$ cat src/rtl/rv32i_pkg.sv
// Shared constants for the RV32I field encoder.
// Format codes, base opcodes, the NOP word and an immediate-fit helper.
package rv32i_pkg;

    localparam logic [2:0] FMT_R = 3'd0;
    localparam logic [2:0] FMT_I = 3'd1;
    localparam logic [2:0] FMT_S = 3'd2;
    localparam logic [2:0] FMT_B = 3'd3;
    localparam logic [2:0] FMT_U = 3'd4;
    localparam logic [2:0] FMT_J = 3'd5;

    localparam logic [6:0] OP_LOAD   = 7'h03;
    localparam logic [6:0] OP_IMM    = 7'h13;
    localparam logic [6:0] OP_AUIPC  = 7'h17;
    localparam logic [6:0] OP_STORE  = 7'h23;
    localparam logic [6:0] OP_REG    = 7'h33;
    localparam logic [6:0] OP_LUI    = 7'h37;
    localparam logic [6:0] OP_BRANCH = 7'h63;
    localparam logic [6:0] OP_JALR   = 7'h67;
    localparam logic [6:0] OP_JAL    = 7'h6F;

    localparam logic [31:0] NOP_WORD = 32'h0000_0013;

    // True when v[31:msb] are all copies of the same bit.
    function automatic logic imm_fits(input logic [31:0] v, input int unsigned msb);
        logic [31:0] s;
        s = 32'($signed(v) >>> msb);
        return (s == '0) || (s == '1);
    endfunction

endpackage

$ cat src/rtl/rv32i_imm_pack.sv
// Combinational packer: instruction fields plus immediate to a 32-bit word.
// Out-of-range immediates and unknown formats yield the NOP word.
module rv32i_imm_pack
    import rv32i_pkg::*;
(
    input  logic [2:0]  fmt_i,
    input  logic [6:0]  opcode_i,
    input  logic [4:0]  rd_i,
    input  logic [2:0]  funct3_i,
    input  logic [4:0]  rs1_i,
    input  logic [4:0]  rs2_i,
    input  logic [6:0]  funct7_i,
    input  logic [31:0] imm_i,
    output logic [31:0] word_o,
    output logic [1:0]  err_o
);

    logic [31:0] raw;

    always_comb begin
        raw   = '0;
        err_o = '0;
        unique case (1'b1)
            (fmt_i == FMT_R): begin
                raw = {funct7_i, rs2_i, rs1_i, funct3_i, rd_i, opcode_i};
            end
            (fmt_i == FMT_I): begin
                raw      = {imm_i[11:0], rs1_i, funct3_i, rd_i, opcode_i};
                err_o[0] = !imm_fits(imm_i, 11);
            end
            (fmt_i == FMT_S): begin
                raw      = {imm_i[11:5], rs2_i, rs1_i, funct3_i,
                            imm_i[4:0], opcode_i};
                err_o[0] = !imm_fits(imm_i, 11);
            end
            (fmt_i == FMT_B): begin
                raw      = {imm_i[12], imm_i[10:5], rs2_i, rs1_i, funct3_i,
                            imm_i[4:1], imm_i[11], opcode_i};
                err_o[0] = !imm_fits(imm_i, 12) || imm_i[0];
            end
            (fmt_i == FMT_U): begin
                raw      = {imm_i[31:12], rd_i, opcode_i};
                err_o[0] = |imm_i[11:0];
            end
            (fmt_i == FMT_J): begin
                raw      = {imm_i[20], imm_i[10:1], imm_i[11],
                            imm_i[19:12], rd_i, opcode_i};
                err_o[0] = !imm_fits(imm_i, 20) || imm_i[0];
            end
            default: err_o[1] = 1'b1;
        endcase
        word_o = (|err_o) ? NOP_WORD : raw;
    end

endmodule

$ cat src/rtl/rv32i_encoder.sv
// Two-stage valid/ready RV32I encoder with auto-incrementing byte address
// and a sticky error flag, feeding a program loader or instruction ROM.
module rv32i_encoder
    import rv32i_pkg::*;
#(
    parameter int                ADDR_W    = 32,
    parameter logic [ADDR_W-1:0] BASE_ADDR = '0
) (
    input  logic              clk,
    input  logic              rst_n,
    input  logic              in_valid,
    output logic              in_ready,
    input  logic [2:0]        fmt,
    input  logic [6:0]        opcode,
    input  logic [4:0]        rd,
    input  logic [2:0]        funct3,
    input  logic [4:0]        rs1,
    input  logic [4:0]        rs2,
    input  logic [6:0]        funct7,
    input  logic [31:0]       imm,
    input  logic              addr_clr,
    output logic              out_valid,
    input  logic              out_ready,
    output logic [31:0]       instr,
    output logic [ADDR_W-1:0] addr,
    output logic [1:0]        out_err,
    output logic              err_sticky
);

    logic [31:0]       pk_word;
    logic [1:0]        pk_err;
    logic              s1_full_q, s1_full_d;
    logic [31:0]       s1_word_q;
    logic [1:0]        s1_err_q;
    logic              s2_full_q, s2_full_d;
    logic [31:0]       instr_q;
    logic [1:0]        err_q;
    logic [ADDR_W-1:0] addr_q, addr_d;
    logic              sticky_q, sticky_d;
    logic              out_hs, s1_adv, s1_load, s2_load;

    rv32i_imm_pack u_pack (
        .fmt_i    (fmt),
        .opcode_i (opcode),
        .rd_i     (rd),
        .funct3_i (funct3),
        .rs1_i    (rs1),
        .rs2_i    (rs2),
        .funct7_i (funct7),
        .imm_i    (imm),
        .word_o   (pk_word),
        .err_o    (pk_err)
    );

    assign out_hs   = s2_full_q && out_ready;
    assign s1_adv   = !s2_full_q || out_hs;
    assign in_ready = !s1_full_q || s1_adv;
    assign s1_load  = in_valid && in_ready;
    assign s2_load  = s1_full_q && s1_adv;

    always_comb begin
        s1_full_d = s1_full_q;
        s2_full_d = s2_full_q;
        addr_d    = addr_q;
        sticky_d  = sticky_q;
        if (s1_load)     s1_full_d = 1'b1;
        else if (s1_adv) s1_full_d = 1'b0;
        if (s2_load)     s2_full_d = 1'b1;
        else if (out_hs) s2_full_d = 1'b0;
        // A coincident clear beats the handshake's increment and sticky update.
        if (addr_clr) begin
            addr_d   = BASE_ADDR;
            sticky_d = 1'b0;
        end else if (out_hs) begin
            addr_d   = addr_q + ADDR_W'(4);
            sticky_d = sticky_q || (|err_q);
        end
    end

    always_ff @(posedge clk or negedge rst_n) begin
        if (!rst_n) begin
            s1_full_q <= 1'b0;
            s2_full_q <= 1'b0;
            addr_q    <= BASE_ADDR;
            sticky_q  <= 1'b0;
        end else begin
            s1_full_q <= s1_full_d;
            s2_full_q <= s2_full_d;
            addr_q    <= addr_d;
            sticky_q  <= sticky_d;
        end
    end

    always_ff @(posedge clk or negedge rst_n) begin
        if (!rst_n) begin
            s1_word_q <= '0;
            s1_err_q  <= '0;
            instr_q   <= '0;
            err_q     <= '0;
        end else begin
            if (s1_load) begin
                s1_word_q <= pk_word;
                s1_err_q  <= pk_err;
            end
            if (s2_load) begin
                instr_q <= s1_word_q;
                err_q   <= s1_err_q;
            end
        end
    end

    assign out_valid  = s2_full_q;
    assign instr      = instr_q;
    assign out_err    = err_q;
    assign addr       = addr_q;
    assign err_sticky = sticky_q;

endmodule

$ cat config.mk
export PLATFORM = sky130hd
export DESIGN_NAME = rv32i_encoder
export DESIGN_NICKNAME = d
export VERILOG_FILES = /design/src/rtl/rv32i_pkg.sv /design/src/rtl/rv32i_imm_pack.sv /design/src/rtl/rv32i_encoder.sv
export SDC_FILE = /design/constraint.sdc
export NUM_CORES = 1
export LEC_CHECK = 0
export CAP_MARGIN = 25
export CELL_PAD_IN_SITES_DETAIL_PLACEMENT = 2
export CELL_PAD_IN_SITES_GLOBAL_PLACEMENT = 2
export CORE_ASPECT_RATIO = 1.25
export CORE_MARGIN = 4
export CORE_UTILIZATION = 33
export CTS_CLUSTER_SIZE = 40
export DETAILED_ROUTE_END_ITERATION = 6
export GPL_ROUTABILITY_DRIVEN = 0
export HOLD_SLACK_MARGIN = 0.06
export PLACE_DENSITY_LB_ADDON = 0.1
export SYNTH_ARGS = -nofsm -noshare
export SYNTH_HDL_FRONTEND = slang
export SYNTH_SLANG_ARGS = --single-unit
$ cat constraint.sdc
create_clock -name clk -period 2.9 [get_ports clk]
set_clock_uncertainty 0.05 [all_clocks]
set_input_delay 0.58 -clock clk [delete_from_list [all_inputs] [get_ports clk]]
set_output_delay 0.58 -clock clk [all_outputs]
set_load 0.1 [all_outputs]
==> flow_metrics.env <==
export IMPL_grt_pass1_wl_mm=25.4
export IMPL_dr_pass1_iters=5
export IMPL_p_int_uw=2580
export IMPL_ctsHoldBuffers=0
export IMPL_antenna_found_initial=0
export IMPL_synth_seq_cells=101
export IMPL_synth_edf_count=0
export IMPL_drv_cap=0
export IMPL_total_power_uw=4210
export IMPL_synth_avg_cell_area_um2=11.1
export IMPL_seq_power_share=0.391
export IMPL_rsz0062_at_grt="no"
export IMPL_final_hold_viol_count=0
export IMPL_portBuffers=138
export IMPL_numCtsBuffers=9
export IMPL_cp_required_ps=2270
export IMPL_multi_input_area_um2=2390
export IMPL_fin_crit_sh=0.819
export IMPL_p_sw_frac=0.387
export IMPL_drcViolationCount=0
export IMPL_fmax_ghz=0.421
export IMPL_areaGrowthSynthToFinish_pct=35.4
export IMPL_critical_path_max_stage_delay_ps=530
export IMPL_start_util=0.338
export IMPL_routed_wl_mm=15.4
export IMPL_crit_arrival_ps=1750
export IMPL_post_cts_resize_count=0
export IMPL_detail_route_wl_per_cell_um=19.2
export IMPL_p_leak_uw=0.00296
export IMPL_cts_reportedPaths_clkPinSlew_ps=70
export IMPL_clk_latency_ps=340
export IMPL_nNetsFinal=661
export IMPL_grt_start_max_net_pins=59
export IMPL_drive_gt1_frac=0.273
export IMPL_dp_hpwl_mm=11.6
export IMPL_netlist_instances=459
export IMPL_via_count=4243
export IMPL_clock_sinks=101
export IMPL_hp_class="in2async"
export IMPL_crit_type="in2out"
export IMPL_synth_distinct_cells=48
export IMPL_ios=141
export IMPL_p_sw_uw=1630
export IMPL_cp_slowest_cell="clkdlybuf4s50_1"
export IMPL_setup_viol=0
export IMPL_cts_tree="yes"
export IMPL_outcome="complete, no violations"
export IMPL_ys_flop_type="dfrtp_1"
export IMPL_drtIter0Drc=191
export IMPL_die_w_um=119
export IMPL_dieArea_um2=17500
export IMPL_vias_per_cell=5.30
export IMPL_regArea_um2=2530
export IMPL_slew_headroom=0.573
export IMPL_post_cts_buffers=0
export IMPL_row_count=50
export IMPL_groute_usage_overall=0.179
export IMPL_htree_levels=3
export IMPL_tightestPinTransition_ps=641
export IMPL_fillers=1556
export IMPL_n_antenna_cell=0
export IMPL_yosysWarnings=0
export IMPL_start_kind="input pin"
export IMPL_grt_overflow_total=0
export IMPL_combPwrFrac=0.330
export IMPL_syn_area_um2=5100
export IMPL_power_density_nw_per_um2=610
export IMPL_finalSetupTns_ps=0
export IMPL_vdd_ir_drop_max_mv=0.262
export IMPL_coreArea_um2=15100
export IMPL_p_clk_frac=0.279
export IMPL_grt_pass1_vias=4830
export IMPL_ctsLongestPathBuffers=2
export IMPL_finalMaxSlewViolations=0
export IMPL_root_buffer="clkbuf_16"
export IMPL_crit_path_end_kind="output port"
export IMPL_ys_async_sr_fraction=1.00
export IMPL_ys_seq_area_frac=0.496
export IMPL_antenna_left=0
export IMPL_crit_chain="clkdlybuf4s50_1, nand3b_1, buf_12"
export IMPL_worstPathMaxFanout=7
export IMPL_fin_crit_ps=2380
export IMPL_die_h_um=147
## flip-flops by register name, indices dropped and copies added (netlist names)
| register | count |
|---|---|
| err_sticky | 1 |
| instr | 32 |
| s1_word_q | 32 |
| addr | 30 |
| s1_err_q | 2 |
| s1_full_q | 1 |
| out_err | 2 |
| out_valid | 1 |
## worst max-delay path: cells and delay by family
family        cells  cell delay (ps)
simple gates      1              370
buf+inv           2              790
## layout by cell type (no fill, tap or decap), types with 2 or more instances in the layout
cell type,netlist,routed
nand3b_1,2,2
nor3_1,29,29
mux2_2,50,50
nor2_1,35,35
nand3_1,10,10
xor2_1,2,2
inv_6,0,2
nand2_1,15,13
nor4_4,3,3
conb_1,1,2
clkdlybuf4s50_1,0,70
clkbuf_16,0,9
or3_1,6,6
a22oi_1,17,17
and2_1,4,4
a32o_1,29,29
buf_4,2,77
a22o_1,4,4
nand4_1,6,6
buf_12,1,6
nand2_2,0,2
nand2b_1,4,4
dfrtp_1,101,100
o21ai_0,5,5
clkinv_4,0,2
inv_1,7,7
mux2i_1,9,9
a31oi_1,4,4
a21oi_1,11,11
nand4_2,2,2
nor4_1,17,17
nor2b_1,2,2
xnor2_1,23,23
and4_1,3,3
nor3_2,2,2
and3_1,7,7
## layout make-up
class,instances,share of cell area
sequential,101,0.367
multi-input combinational,315,0.346
timing repair buffer,153,0.203
tap,208,0.0377
clock buffer,10,0.0346
clock inverter,6,0.00780
inverter,8,0.00435
## logic make-up (layout without fill, tap and decap cells)
logic type	after synthesis	after routing	synth area share
AOI/OAI and AO/OA	78	78	0.123
buffers and inverters	44	177	0.0403
other	1	2	0.000736
DFF	101	101	0.496
and+or+nand+nor	150	150	0.167
muxes	59	59	0.128
xor gates and xnor gates	25	25	0.0430
adders and majority gates	1	1	0.00245
## synth_stat cells (all sizes together), types with 5 or more instances
cell type	count	share of area
a21oi	11	0.011
a22oi	17	0.025
a32o	29	0.057
and3	7	0.0086
buf	15	0.019
clkbuf	21	0.015
dfrtp	101	0.50
inv	7	0.0052
mux2	50	0.11
mux2i	9	0.018
nand2	15	0.011
nand3	10	0.0098
nand4	8	0.012
nor2	35	0.026
nor3	31	0.032
nor4	20	0.033
o21ai	5	0.0049
or3	6	0.0074
xnor2	23	0.040
## per-layer routing
| layer | up-vias | share of wire | GRT usage |
|---|---|---|---|
| met5 | - | 0 | 0 |
| met3 | 8 | 0.059 | 0.0435 |
| met2 | 111 | 0.53 | 0.326 |
| met1 | 2152 | 0.40 | 0.212 |
| li1 | 1972 | - | - |
| met4 | 0 | 0.0084 | 0.0400 |
## final timing paths
path | slack (ps) | from | cells past startpoint | to
worst max register to register | 720 | addr[9] | 5 | addr[31]
worst min register to register | 440 | s1_err_q[1] | 2 | s1_err_q[1]
max in group asynchronous | 1840 | rst_n | 2 | out_valid
worst max-delay path | 520 | out_ready | 3 | in_ready
min in group clk | 440 | s1_err_q[1] | 2 | s1_err_q[1]
worst min-delay path | 200 | rst_n | 1 | addr[13]
## power groups by stage
stage                     clock network [µW]  logic [µW]  registers, µW
final                                   1170        1390           1650
after global routing                    1290        1450           1670
after CTS                               1220        1410           1650
after detailed placement                   0        1410           1680
after global placement                     0        1380           1670
after floorplan                            0         317           2310
## through the flow
stage | area [µm²] | worst slack, ps | std cells | hold slack [ps] | util
floorplan | 5100 | 140 | 460 | 234 | -
global placement | 6610 | 138 | 785 | 420 | 0.438
detailed placement | 6610 | 169 | 785 | 433 | 0.438
CTS | 6900 | 531 | 801 | 218 | 0.458
global route | 6900 | 418 | 801 | 229 | 0.458
finish | 6900 | 525 | 801 | 203 | 0.458
(Power assumes the default switching activity.)
